[src/rtl/load_align_if.sv]
// load_align_if: request / bus / response bundle for load_align_ext.
//   req_*  : load request from the memory stage (valid/ready, byte address,
//            size code 0..3 = 1/2/4/8 bytes, sign-extend flag)
//   bus_*  : aligned bus read (strobe held until ack, little-endian data)
//   rsp_*  : one-cycle result pulse, extended data, address-error flag
// slave  = the load unit's view, master = the surrounding pipeline / memory.
interface load_align_if #(
  parameter int DW = 32,
  parameter int AW = 32
);
  logic          req_valid;
  logic          req_ready;
  logic [AW-1:0] req_addr;
  logic [1:0]    req_size;
  logic          req_sign;
  logic          bus_req;
  logic [AW-1:0] bus_addr;
  logic          bus_ack;
  logic [DW-1:0] bus_rdata;
  logic          rsp_valid;
  logic [DW-1:0] rsp_data;
  logic          rsp_err;

  modport slave (
    input  req_valid, req_addr, req_size, req_sign, bus_ack, bus_rdata,
    output req_ready, bus_req, bus_addr, rsp_valid, rsp_data, rsp_err
  );

  modport master (
    output req_valid, req_addr, req_size, req_sign, bus_ack, bus_rdata,
    input  req_ready, bus_req, bus_addr, rsp_valid, rsp_data, rsp_err
  );
endinterface

[src/rtl/load_align_ext.sv]
// load_align_ext: load-path align/extend unit.
// Takes one load request at a time, reads the enclosing bus word (and the
// following one when the access straddles a word boundary), right-aligns the
// addressed bytes, sign/zero-extends to DW and returns a one-cycle rsp_valid.
// Ports:
//   clk  - rising-edge clock
//   rst  - asynchronous active-high reset
//   io   - load_align_if.slave (req_*, bus_*, rsp_* signals)
// Parameters: DW = data width (32 or 64), AW = byte address width.
// Build option: LOAD_ALIGN_UNALIGNED_EN enables the two-beat split for
// word-crossing accesses; without it any access not naturally aligned to its
// size is answered with rsp_err and no bus traffic.
module load_align_ext #(
  parameter int DW = 32,
  parameter int AW = 32
) (
  input  logic          clk,
  input  logic          rst,
  load_align_if.slave   io
);

  localparam int NB = DW / 8;
  localparam int OW = $clog2(NB);

`ifdef LOAD_ALIGN_UNALIGNED_EN
  typedef enum logic [1:0] {IDLE, RD0, RD1, RESP} state_t;
`else
  typedef enum logic [1:0] {IDLE, RD0, RESP} state_t;
`endif

  state_t        state;
  logic [OW-1:0] off_q;
  logic [1:0]    size_q;
  logic          sign_q;
  logic [DW-1:0] beat0;
  logic [DW-1:0] beat1;
`ifdef LOAD_ALIGN_UNALIGNED_EN
  logic          cross_q;
`endif

  // Shift the two-word window down by the byte offset, keep 1<<size bytes,
  // fill the rest with the kept MSB (signed) or zeros.
  function automatic logic [DW-1:0] align_ext(input logic [2*DW-1:0] pair,
                                              input logic [OW-1:0]   off,
                                              input logic [1:0]      size,
                                              input logic            sgn);
    logic [2*DW-1:0] sh;
    logic [DW-1:0]   keep;
    logic            msb;
    int              nb;
    sh   = pair >> {off, 3'b000};
    nb   = 8 << size;
    keep = ~({DW{1'b1}} << nb);
    case (size)
      2'd0:    msb = sh[7];
      2'd1:    msb = sh[15];
      2'd2:    msb = sh[31];
      default: msb = sh[DW-1];
    endcase
    return (sh[DW-1:0] & keep) | ({DW{sgn & msb}} & ~keep);
  endfunction

  // Request classification, evaluated on the incoming request.
  logic [OW-1:0] in_off;
  logic [3:0]    in_bytes;
  logic          in_err;
`ifdef LOAD_ALIGN_UNALIGNED_EN
  logic          in_cross;
`endif

  always_comb begin
    in_off   = io.req_addr[OW-1:0];
    in_bytes = 4'd1 << io.req_size;
`ifdef LOAD_ALIGN_UNALIGNED_EN
    in_cross = (int'(in_off) + int'(in_bytes)) > NB;
    in_err   = int'(in_bytes) > NB;
`else
    // A naturally aligned access can never cross, so misalignment alone
    // covers the crossing case.
    in_err   = (int'(in_bytes) > NB) ||
               ((int'(in_off) & (int'(in_bytes) - 1)) != 0);
`endif
  end

  // Beat values as they will be after this edge, so the result register can
  // be loaded in the same cycle as the final ack.
  logic [DW-1:0] beat0_n, beat1_n;

  always_comb begin
    beat0_n = beat0;
    beat1_n = beat1;
    if (state == RD0 && io.bus_ack) beat0_n = io.bus_rdata;
`ifdef LOAD_ALIGN_UNALIGNED_EN
    if (state == RD1 && io.bus_ack) beat1_n = io.bus_rdata;
`endif
  end

  always_ff @(posedge clk or posedge rst) begin
    if (rst) begin
      state        <= IDLE;
      io.req_ready <= 1'b1;
      io.bus_req   <= 1'b0;
      io.bus_addr  <= '0;
      io.rsp_valid <= 1'b0;
      io.rsp_data  <= '0;
      io.rsp_err   <= 1'b0;
      off_q        <= '0;
      size_q       <= '0;
      sign_q       <= 1'b0;
      beat0        <= '0;
      beat1        <= '0;
`ifdef LOAD_ALIGN_UNALIGNED_EN
      cross_q      <= 1'b0;
`endif
    end else begin
      io.rsp_valid <= 1'b0;
      case (state)
        IDLE: if (io.req_valid && io.req_ready) begin
          off_q        <= in_off;
          size_q       <= io.req_size;
          sign_q       <= io.req_sign;
          io.req_ready <= 1'b0;
`ifdef LOAD_ALIGN_UNALIGNED_EN
          cross_q      <= in_cross;
`endif
          if (in_err) begin
            state        <= RESP;
            io.rsp_valid <= 1'b1;
            io.rsp_err   <= 1'b1;
            io.rsp_data  <= '0;
          end else begin
            state       <= RD0;
            io.bus_req  <= 1'b1;
            io.bus_addr <= {io.req_addr[AW-1:OW], {OW{1'b0}}};
          end
        end
        RD0: if (io.bus_ack) begin
          beat0 <= io.bus_rdata;
`ifdef LOAD_ALIGN_UNALIGNED_EN
          if (cross_q) begin
            state       <= RD1;
            io.bus_addr <= io.bus_addr + AW'(NB);  // wraps at top of space
          end else
`endif
          begin
            state        <= RESP;
            io.bus_req   <= 1'b0;
            io.rsp_valid <= 1'b1;
            io.rsp_err   <= 1'b0;
            io.rsp_data  <= align_ext({beat1_n, beat0_n}, off_q, size_q, sign_q);
          end
        end
`ifdef LOAD_ALIGN_UNALIGNED_EN
        RD1: if (io.bus_ack) begin
          beat1        <= io.bus_rdata;
          state        <= RESP;
          io.bus_req   <= 1'b0;
          io.rsp_valid <= 1'b1;
          io.rsp_err   <= 1'b0;
          io.rsp_data  <= align_ext({beat1_n, beat0_n}, off_q, size_q, sign_q);
        end
`endif
        RESP: begin
          state        <= IDLE;
          io.req_ready <= 1'b1;
        end
        default: state <= IDLE;
      endcase
    end
  end

endmodule

[src/flat_wrapper.sv]
// flat-port wrapper written by rule: the top's interface ports become plain ports
module load_align_ext_flat 
#(
  parameter int DW = 32,
  parameter int AW = 32
)
  (clk, rst, io_req_valid, io_req_addr, io_req_size, io_req_sign, io_bus_ack, io_bus_rdata, io_req_ready, io_bus_req, io_bus_addr, io_rsp_valid, io_rsp_data, io_rsp_err);
  load_align_if #(.DW(DW), .AW(AW)) io_i ();
  input  logic clk;
  input  logic rst;
  input wire logic [$bits(io_i.req_valid)-1:0] io_req_valid;
  input wire logic [$bits(io_i.req_addr)-1:0] io_req_addr;
  input wire logic [$bits(io_i.req_size)-1:0] io_req_size;
  input wire logic [$bits(io_i.req_sign)-1:0] io_req_sign;
  input wire logic [$bits(io_i.bus_ack)-1:0] io_bus_ack;
  input wire logic [$bits(io_i.bus_rdata)-1:0] io_bus_rdata;
  output wire logic [$bits(io_i.req_ready)-1:0] io_req_ready;
  output wire logic [$bits(io_i.bus_req)-1:0] io_bus_req;
  output wire logic [$bits(io_i.bus_addr)-1:0] io_bus_addr;
  output wire logic [$bits(io_i.rsp_valid)-1:0] io_rsp_valid;
  output wire logic [$bits(io_i.rsp_data)-1:0] io_rsp_data;
  output wire logic [$bits(io_i.rsp_err)-1:0] io_rsp_err;
  assign io_i.req_valid = io_req_valid;
  assign io_i.req_addr = io_req_addr;
  assign io_i.req_size = io_req_size;
  assign io_i.req_sign = io_req_sign;
  assign io_i.bus_ack = io_bus_ack;
  assign io_i.bus_rdata = io_bus_rdata;
  assign io_req_ready = io_i.req_ready;
  assign io_bus_req = io_i.bus_req;
  assign io_bus_addr = io_i.bus_addr;
  assign io_rsp_valid = io_i.rsp_valid;
  assign io_rsp_data = io_i.rsp_data;
  assign io_rsp_err = io_i.rsp_err;
  load_align_ext #(.DW(DW), .AW(AW)) u_core (.clk(clk), .rst(rst), .io(io_i));
endmodule
[config.mk]
export PLATFORM = sky130hd
export DESIGN_NAME = load_align_ext_flat
export DESIGN_NICKNAME = d
export VERILOG_FILES = /design/src/rtl/load_align_if.sv /design/src/rtl/load_align_ext.sv /design/src/flat_wrapper.sv
export SDC_FILE = /design/constraint.sdc
export NUM_CORES = 1
export LEC_CHECK = 0
export CORE_ASPECT_RATIO = 0.75
export CORE_UTILIZATION = 47
export CTS_CLUSTER_SIZE = 10
export DETAILED_ROUTE_END_ITERATION = 16
export PLACE_DENSITY = 0.77
export SETUP_SLACK_MARGIN = 0.3
export SYNTH_ARGS = -nofsm -noshare
export SYNTH_HDL_FRONTEND = slang
export SYNTH_SLANG_ARGS = --single-unit
[constraint.sdc]
create_clock -name clk -period 4.4 [get_ports clk]
set_input_delay 0.88 -clock clk [delete_from_list [all_inputs] [get_ports clk]]
set_output_delay 0.88 -clock clk [all_outputs]
set_load 0.01 [all_outputs]
==> qor.yml <==
max_slew_margin: 0.346
die_x_um: 117
dieHeight_um: 88.1
synth.distinct_cells: 35
num_antenna_cells: 0
dp_cells: 640
clk_pin_slew_ns: 0.07
layout_common_cells: "clkdlybuf4s50_1 (136), nand2_1 (109), dfrtp_1 (103), mux2_2 (41), mux4_2 (16)"
fin_crit_sh: 0.692
vias: 3550
route.met3.wl_um: 964
final.setup.tns_ns: 0
min_period_ns: 3.04
yosysSeqAreaShare: 0.560
area_growth_pct: 38.5
seqPwrFrac: 0.402
final.setup.worst_slack_ns: 1.36
ant_nets: 0
final_common_cell: "clkdlybuf4s50_1"
grt_max_degree: 52
required_ns: 4.62
grt_pass1_vias: 3579
r2r_slack_ns: 1.87
synth.cell_area_um2: 4650
yosysTopAreaCell: "dfrtp_1"
ys_ff_latch: 104
routed_via_density: 5.42
dp_hpwl_mm: 8.42
htree_levels: 3
synth_warnings: 32
max-vdd-ir-drop_v: 0.000324
status: "finished clean"
core-area_um2: 9620
grt_use_total: 0.242
drt_pass1_iterations: 4
cts_sinks: 104
fmax_mhz: 328
power_switching_share: 0.315
wire_per_inst_um: 17.9
critPathKind: "input port to flop"
cts-root-buf: "clkbuf_16"
top_layer: "met4"
setup_viol: 0
crit_arrival_ns: 3.27
min_path_type: "flop to flop"
gp_congestion: 0.821
clk-insertion-delay-late_ns: 0.34
fillers: 746
worst_pin_slew_ns: 0.982
drv_slew: 0
start_util: 0.483
synth.avg_cell_area_um2: 11.9
drtIter0Drc: 318
p_sw_w: 0.00129
clkPwrFrac: 0.201
rsz0062_at_grt: "false"
hold_viol: 0
p_comb_frac: 0.397
drc: 0
worstSetupEndpointType: "flop"
nets: 590
cts_setup_buffers: 0
clockBufferDepth: 2
netlist.area_leader.share: 0.555
antenna_found_initial: 0
p_per_area_nw_per_um2: 638
cts_tree: "done"
p_leak_nw: 2.94
syn_inst: 390
wl_met2_mm: 5.47
cts_buffers: 9
dieArea_um2: 10300
fin_cells: 655
synth_area_leaders: "dfrtp_1 (55%), mux2_2 (9.9%), nand2_1 (8.8%)"
p_int_w: 0.00281
drive_above_1_share: 0.161
grt_remaining_overflow: 0
io_pins: 139
cts_hold_buffers: 0
grt_pass1_wl_mm: 18.5
rows: 31
met1Wirelength_mm: 5.11
drv_cap: 0
cp_max_fo: 28
fin_worst_skew_ns: 0.00598
ctsResizeCount: 0
crit_path_start_kind: "input port"
place_ws_ns: 0.991
portBuffers: 136
wirelength_mm: 11.7
==> power by group through the flow <==
stage	registers (W)	logic [W]	clock network (W)
floorplan	0.00167	0.000823	0
global placement	0.00163	0.00159	0
detailed placement	0.00166	0.00163	0
CTS	0.00165	0.00164	0.000846
global route	0.00170	0.00177	0.000882
finish	0.00165	0.00163	0.000825
==> layer usage <==
metal  global-route usage  vias to the layer above
li1                     -                     1620
met1                0.346                     1773
met2                0.374                      144
met3               0.0567                       13
met4               0.0644                        0
met5                    0                        -
==> metrics by stage <==
stage	power, W	cell area (µm²)	hold slack, ns	util
after floorplan	0.00249	4650	0.440	-
after global placement	0.00322	6130	0.452	0.637
after detailed placement	0.00329	6130	0.458	0.637
after CTS	0.00413	6430	0.473	0.669
after global routing	0.00435	6430	0.495	0.669
final	0.00411	6430	0.468	0.669
==> cell families (layout without fill, tap and decap cells) <==
kind of cell    count (synthesis)  in the layout  synth area share
buf+inv                        35            167            0.0339
simple gates                  125            125             0.110
other cells                     1              2          0.000807
compound gates                 57             57            0.0924
flops                         104            104             0.560
mux                            68             68             0.203
==> path summary, 6_finish.rpt <==
path,to,cells past startpoint,start
max in group asynchronous,u_core.io.req_ready$_DFFE_PP1P_,3,rst
setup reg to reg,u_core.io.rsp_data[26]$_DFFE_PP0P_,4,u_core.off_q[1]$_DFFE_PP0P_
hold / removal,u_core.io.rsp_data[1]$_DFFE_PP0P_,2,u_core.io.rsp_data[1]$_DFFE_PP0P_
hold reg to reg,u_core.io.rsp_data[1]$_DFFE_PP0P_,2,u_core.io.rsp_data[1]$_DFFE_PP0P_
setup / recovery,u_core.io.rsp_data[26]$_DFFE_PP0P_,6,io_bus_ack
min in group asynchronous,u_core.io.rsp_data[30]$_DFFE_PP0P_,2,rst
==> flip-flops by register name, indices dropped and copies added, names as in the netlist <==
name	cells
u_core.state	2
u_core.io.bus_addr	30
u_core.io.bus_req	1
u_core.io.rsp_valid	1
u_core.io.req_ready	1
u_core.io.rsp_err	1
u_core.sign_q	1
u_core.io.rsp_data	32
u_core.off_q	2
u_core.beat0	31
u_core.size_q	2
==> cell type report <==
class,count,area [µm²],area share
Clock buffer,12,236,0.0367
Clock inverter,3,67.6,0.0105
Inverter,7,28.8,0.00447
Multi-Input combinational cell,252,1900,0.296
Sequential cell,104,2600,0.405
Tap cell,132,165,0.0257
Timing Repair Buffer,145,1430,0.222
==> synthesized netlist by cell type, drive strengths merged <==
library cell,count
nand2,109
dfrtp,103
mux2,43
mux4,16
clkbuf,15
buf,13
o21ai,13
a221o,9
mux2i,9
a211o,7
a21oi,7
a221oi,7
a22oi,7
nor2b,7
inv,6
nor2,3
a21o,2
a22o,1
a31oi,1
a32oi,1
and2,1
and3b,1
clkinv,1
conb,1
dfstp,1
nand3b,1
nor3b,1
nor4bb,1
o211a,1
o21a,1
or3,1
==> critical path, cell delays in order <==
cell and delay, ns:
clkdlybuf4s50_1 0.49, and3b_1 0.35, buf_4 0.37, mux4_2 0.58, o211a_4 0.32, a221o_1 0.27
No activity file was read; power rests on OpenSTA's default activity.
